## config.mk

```make
export PLATFORM = sky130hd
export DESIGN_NAME = ntt_bitrev_reorder
export DESIGN_NICKNAME = d
export VERILOG_FILES = /design/src/rtl/ntt_bitrev_reorder.sv
export SDC_FILE = /design/constraint.sdc
export NUM_CORES = 1
export LEC_CHECK = 0
export ABC_AREA = 1
export CAP_MARGIN = 20
export CORE_ASPECT_RATIO = 0.5
export CORE_MARGIN = 5
export CORE_UTILIZATION = 49
export DETAILED_ROUTE_END_ITERATION = 7
export GPL_TIMING_DRIVEN = 0
export SLEW_MARGIN = 25
export SYNTH_ARGS = -nofsm -noshare
export SYNTH_HDL_FRONTEND = slang
export SYNTH_SLANG_ARGS = --single-unit
```

## constraint.sdc

```tcl
create_clock -name clk -period 3.7 [get_ports clk]
set_clock_uncertainty 0.2 [all_clocks]
set_input_delay 0.74 -clock clk [delete_from_list [all_inputs] [get_ports clk]]
set_output_delay 0.74 -clock clk [all_outputs]
set_load 0.005 [all_outputs]
```

## src/rtl/ntt_bitrev_reorder.sv

```systemverilog
// Bit-reversed to natural order reorder stage after the final NTT butterfly.
// Ping-pong banks: one fills while the other drains through a valid/ready register.
module ntt_bitrev_reorder #(
    parameter int W = 32,
    parameter int N = 16
) (
    input  logic         clk,
    input  logic         rst,
    input  logic         in_valid,
    input  logic [W-1:0] in_data,
    output logic         in_ready,
    output logic         out_valid,
    output logic [W-1:0] out_data,
    output logic         out_last,
    input  logic         out_ready,
    output logic         overflow
);
    localparam int LOGN = $clog2(N);
    localparam logic [0:0] IDLE  = 1'b0;
    localparam logic [0:0] DRAIN = 1'b1;

    logic [W-1:0]    mem [2*N];
    logic            wr_bank;
    logic            rd_bank;
    logic [LOGN-1:0] wr_cnt;
    logic [LOGN-1:0] rd_cnt;
    logic [1:0]      bank_full;
    logic [0:0]      state;
    logic            accept;
    logic            load;
    logic            wr_wrap;
    logic            rd_wrap;

    function automatic logic [LOGN-1:0] bitrev(input logic [LOGN-1:0] x);
        logic [LOGN-1:0] r;
        r = '0;
        for (int i = 0; i < LOGN; i++) begin
            r[i] = x[LOGN-1-i];
        end
        return r;
    endfunction

    assign in_ready = !bank_full[wr_bank];
    assign accept   = in_valid && in_ready;
    assign wr_wrap  = accept && (wr_cnt == LOGN'(N - 1));

    // A full bank loads even from IDLE so index 0 lands two cycles after the last write
    assign load    = bank_full[rd_bank] && (!out_valid || out_ready);
    assign rd_wrap = load && (rd_cnt == LOGN'(N - 1));

    always_ff @(posedge clk) begin
        if (accept) begin
            mem[{wr_bank, bitrev(wr_cnt)}] <= in_data;
        end
    end

    always_ff @(posedge clk) begin
        if (rst) begin
            wr_bank   <= 1'b0;
            rd_bank   <= 1'b0;
            wr_cnt    <= '0;
            rd_cnt    <= '0;
            bank_full <= 2'b00;
            state     <= IDLE;
            out_valid <= 1'b0;
            out_data  <= '0;
            out_last  <= 1'b0;
            overflow  <= 1'b0;
        end else begin
            if (accept) begin
                wr_cnt <= wr_cnt + 1'b1;
                if (wr_wrap) begin
                    wr_bank            <= ~wr_bank;
                    bank_full[wr_bank] <= 1'b1;
                end
            end
            if (load) begin
                out_data  <= mem[{rd_bank, rd_cnt}];
                out_last  <= rd_wrap;
                out_valid <= 1'b1;
                rd_cnt    <= rd_cnt + 1'b1;
                if (rd_wrap) begin
                    rd_bank            <= ~rd_bank;
                    bank_full[rd_bank] <= 1'b0;
                end
            end else if (out_ready) begin
                out_valid <= 1'b0;
            end
            if (in_valid && !in_ready) begin
                overflow <= 1'b1;
            end
            unique case (1'b1)
                state == IDLE: begin
                    if (bank_full[rd_bank]) state <= DRAIN;
                end
                state == DRAIN: begin
                    if (rd_wrap) state <= bank_full[~rd_bank] ? DRAIN : IDLE;
                end
            endcase
        end
    end
endmodule
```

# Word-level counts from Yosys, hierarchy flattened
# Memory sizes are Yosys's and may differ from the RTL's. A register that Yosys moved wholly into a read port is not among the register bits.
# Cells that the tools add are included.
# word_totals
ff_bits,15
mem_bits_rw,1024
inputBits,36
memories,1
# classes
add_sub_neg,2
n_lt_le_gt_ge,4
n_eq_ne,2
mux,17
bitwise_logic,5
n_reduce_logical,13
# memory_table
memory,depth,width,rd,rd_clocked_by_memory_dff,wr,line,source
mem,32,32,1,1,1,22,logic [W-1:0] mem [2*N];
# op_table
op,n
$mux W1,10
$mux W2,5
$add A4 B1 Y4 const B,2
$eq A4 B4 Y1 const B,2
$logic_and A1 B1 Y1,7
$lt A1 B2 Y1 const B,2
$reduce_and A2 Y1,2
$and A2 B2 Y2,1
$demux W1 S1,2
$ge A1 B1 Y1 const B,2
$logic_not A1 Y1,2
$not A1 Y1,2
$not A2 Y2,1
$or A2 B2 Y2,1
$reduce_bool A2 Y1,1
$logic_or A1 B1 Y1,1

# Logic depth before layout (Yosys ltp)
# depth
ltp_word,11
ltp_mapped,13

# Worst setup path after synthesis
# No wires, ideal clock.
# synth_path
path_type,input to register
startpoint,input port in_valid
endpoint,"memory mem[10][0], enable pin"
arrival_time_ps,2549
slack_ps,530
stages,4
path_cell_list,nand2_1 > inv_2 > nand3_1 > nor2_1
# synth_via
elab_chain_cells,3
# synth_lines
element,line,source
"start, declared",9,"input logic in_valid,"
$logic_and A1 B1 Y1,44,assign accept = in_valid && in_ready;
$mux W1,52,if (accept) begin
$mux W1 (not written as such),53,"mem[{wr_bank, bitrev(wr_cnt)}] <= in_data;"
"end, declared",22,
# Every way passes these cells.

# Final worst setup path
# layout_path
startpoint,register wr_bank
endpoint,"memory mem[2][30], enable pin"
# layout_via
elab_chain_cells,6
# layout_lines
element,line,source
"start, declared",23,logic wr_bank;
"start signal, assigned",73,wr_bank <= ~wr_bank;
$mux W1 (not written as such) (2 in a row),43,assign in_ready = !bank_full[wr_bank];
$logic_not A1 Y1,43,
$logic_and A1 B1 Y1,44,
$mux W1,52,
$mux W1 (not written as such),53,
# Parallel ways exist; a longest one is shown, timed or not. The select of a mux whose other input is x is not followed.

==> metrics.log <==
INFO  metric status = finished, final reports clean
INFO  metric maxSlewViolCount = 0
INFO  metric r2r_slack = about 0.09 ns
INFO  metric synth-main-ff-cell = sky130_fd_sc_hd__edfxtp_1
INFO  metric finalWeightedCongestion = ~0.94
INFO  metric final.min_clock_period = between 3 and 4 ns
INFO  metric ys_top_cells_by_area = sky130_fd_sc_hd__edfxtp_1, sky130_fd_sc_hd__nand2_1, sky130_fd_sc_hd__nand3_1
INFO  metric syn-num-nets = 4,172
INFO  metric hold_path_class = flip-flop to flip-flop
INFO  metric initial_utilization = 0.492
INFO  metric io_pins = 72
INFO  metric total_power = about 24 mW
INFO  metric clock_group_share_of_total_power = 0.418
INFO  metric cts.clk_slew.worst_paths = roughly 0.070 ns
INFO  metric place_worst_setup_slack = -0.316 ns
INFO  metric ys_async_sr_fraction = 0
INFO  metric final_area = 51,100 µm²
INFO  metric worst_ep_required_time = 3.88 ns
INFO  metric critical_path_peak_fanout = 18
INFO  metric r2r_cells = 7
INFO  metric clock_path_buffers = 3
INFO  metric hold_crit_start = out_data[7]
INFO  metric drt_first_iter_violations = approximately 3.7k
INFO  metric placement.cell_area = about 48,000 µm²
INFO  metric ir_worst_vdd = ~310 µV
INFO  metric area_grow_syn2layout = 15.0%
INFO  metric synth.cell_area = approximately 44,000 µm²
INFO  metric max_cap_violations = 0
INFO  metric ys.warnings.count = 0
INFO  metric rr_endpoint = mem[2][30]
INFO  metric floorplan.die.width = about 440 µm
INFO  metric pwr-share-seq = 0.557
INFO  metric routed_via_density = approximately 5.4
INFO  metric antenna_found_initial = 9
INFO  metric globalRoute.totalOverflow = 0
INFO  metric critical_path.startpoint_type = flip-flop
INFO  metric ant_nets = 0
INFO  metric tritoncts.num_buffers = 95
INFO  metric synthDominantCellAreaShare = 0.692
INFO  metric cts_tree = yes
INFO  metric worst_skew_pair_later_pin_latency = around 0.70 ns
INFO  metric p_sw = around 5.0 mW
INFO  metric critical_path.endpoint_type = flip-flop
INFO  metric grt_first_pass_wirelength = about 190,000 µm
INFO  metric grt_pass1_vias = 28.3k
INFO  metric fp.coreArea = around 90,000 µm²
INFO  metric via_count = 30.5k
INFO  metric worstMarginPinSlew = approximately 1.0 ns
INFO  metric power.share.combinational = 0.025
INFO  metric chipHeight = 223 µm
INFO  metric nNetsFinal = between 4k and 5k
INFO  metric row_count = slightly below 80
INFO  metric layout_worst_path_cycle_share = 0.976
INFO  metric place_hpwl = just over 90,000 µm
INFO  metric timing.rr.start = wr_bank
INFO  metric postSynthCellCount = 4,134
INFO  metric critPathKind = flip-flop to flip-flop
INFO  metric die_area = between 90,000 and 100,000 µm²
INFO  metric total_power_divided_by_cell_area = around 470 nW/µm²
INFO  metric power_switching_share = 0.207
INFO  metric synth_area_leader_cell = sky130_fd_sc_hd__edfxtp_1
INFO  metric globalRouteTotalUtil = 0.267
INFO  metric min_delay_worst_endpoint = out_data[7]
INFO  metric drt_drc = 0
INFO  metric io_buffer_count = ~70
INFO  metric cts_root_buf = sky130_fd_sc_hd__clkbuf_16
INFO  metric min_delay_path_depth = 2
INFO  metric hold_violations = 0
INFO  metric synth.yosys.seq_area_share = 0.713
INFO  metric drive_above_1_share = 0.0852
INFO  metric detail_route.wl_per_cell = between 20 and 25 µm
INFO  metric critPathArrivalTime = between 3 and 4 ns
INFO  metric achievable_freq = between 200 and 300 MHz
INFO  metric synth_edf_count = between 1k and 1.5k
INFO  metric utilization = 0.566
INFO  metric pin_count_of_the_biggest_net_entering_global_routing = 33
INFO  metric internal_power = approximately 19 mW
INFO  metric postSynthAreaPerCell = about 11 µm²
INFO  metric setup_total_negative_slack = 0 ns
INFO  metric cts_htree_levels = 3
INFO  metric cts_num_sinks = 1,071
INFO  metric number_of_register_bits_inferred_by_synthesis = 1,071
INFO  metric rsz0062_at_grt = no
INFO  metric routed_wirelength = 131,000 µm
INFO  metric post-synth-top-count-cell = sky130_fd_sc_hd__nand2_1
INFO  metric static_leakage = roughly 20 nW
INFO  metric distinct_cell_type_count_after_synthesis = 23
INFO  metric synth.cells.most_frequent = sky130_fd_sc_hd__nand2_1, sky130_fd_sc_hd__edfxtp_1, sky130_fd_sc_hd__nand3_1
INFO  metric slew-limit-headroom = 0.324
INFO  metric detail_route.first_pass.iterations = 6
INFO  metric setup_ws = between 0.08 and 0.09 ns
INFO  metric finalSetupViolations = 0
-- per-layer routing --
metal | GRT usage | share of wire | vias up
met1 | 0.393 | 0.43 | 14818
met5 | 0 | 0 | -
met4 | 0.0704 | 0.026 | 0
met3 | 0.0687 | 0.11 | 182
li1 | - | - | 14170
met2 | 0.399 | 0.44 | 1309
-- registers in the layout, summed over array words and instances (netlist names) --
signal     count
mem         1024
out_data      32
rd_cnt         4
wr_cnt         4
bank_full      2
out_last       1
out_valid      1
overflow       1
rd_bank        1
wr_bank        1
-- power by group through the flow --
stage	clock network (mW)	logic, mW	registers, mW
after floorplan	0	0.125	13.6
after detailed placement	0	0.579	13.6
final	10.0	0.592	13.4
after global placement	0	0.499	13.6
after CTS	10.1	0.581	13.4
after global routing	10.6	0.623	13.3
-- what timing repair did --
action,in CTS,in global routing
resized for setup,0,2
setup endpoints to repair,0,17
hold buffers,0,0
buffers inserted,0,4
-- layout by cell type, fill, tap and decap left out, types with 14 or more instances in the layout --
cell / count
sky130_fd_sc_hd__buf_1: 19
sky130_fd_sc_hd__a21oi_1: 106
sky130_fd_sc_hd__clkdlybuf4s50_1: 39
sky130_fd_sc_hd__clkinv_1: 25
sky130_fd_sc_hd__nor2_1: 200
sky130_fd_sc_hd__buf_2: 137
sky130_fd_sc_hd__buf_12: 18
sky130_fd_sc_hd__nand2_1: 1396
sky130_fd_sc_hd__clkbuf_1: 103
sky130_fd_sc_hd__clkbuf_16: 99
sky130_fd_sc_hd__nor2_4: 32
sky130_fd_sc_hd__nand3_1: 616
sky130_fd_sc_hd__o21ai_0: 41
sky130_fd_sc_hd__edfxtp_1: 1024
sky130_fd_sc_hd__buf_16: 34
sky130_fd_sc_hd__inv_1: 433
sky130_fd_sc_hd__clkinv_2: 15
sky130_fd_sc_hd__dfxtp_1: 47
sky130_fd_sc_hd__buf_6: 14
-- kinds of logic (layout without fill, tap and decap cells) --
logic type | Yosys count | count (layout) | synth area share
flops | 1071 | 1071 | 0.713
other cells | 0 | 2 | 0
fa+ha+maj | 2 | 2 | 0.000563
compound gates | 151 | 151 | 0.0170
simple gates | 2249 | 2249 | 0.208
buf+inv | 661 | 964 | 0.0619
-- cell type report --
class	instances	area (µm²)
Buffer	223	1110
Tap cell	1200	1500
Clock buffer	127	2590
Inverter	438	1640
Fill cell	7545	39200
Timing Repair Buffer	126	1870
Multi-Input combinational cell	2402	10200
Antenna cell	2	5.00
Sequential cell	1071	31700
Clock inverter	50	458
-- critical path, stage by stage, from the launching register on --
cell                      delay [ns]
sky130_fd_sc_hd__dfxtp_1        0.48
sky130_fd_sc_hd__o21ai_1        0.25
sky130_fd_sc_hd__inv_1          0.13
sky130_fd_sc_hd__nand2_1        0.21
sky130_fd_sc_hd__inv_2          0.20
sky130_fd_sc_hd__nand3_1        0.70
sky130_fd_sc_hd__nor2_4         0.84
sky130_fd_sc_hd__buf_16         0.25
-- worst max path at each step --
stage / start / end / slack, ns / cells past startpoint
2_1_floorplan: in_valid / mem[10][0] / 0.53 / 4
3_3_place_gp: in_valid / mem[22][23] / -1.62 / 5
3_5_place_dp: in_valid / mem[18][27] / -0.32 / 6
4_1_cts: wr_bank / mem[18][0] / 0.05 / 7
5_1_grt: wr_bank / mem[2][25] / 0.009 / 7
6_report: wr_bank / mem[2][30] / 0.09 / 7
-- per-stage QoR --
stage,instances,hold WS [ns]
after floorplan,4134,0.250
after global placement,5405,0.250
after detailed placement,5456,0.256
after CTS,5633,0.250
after global routing,5637,0.263
final,5639,0.265
(Power assumes the default switching activity.)
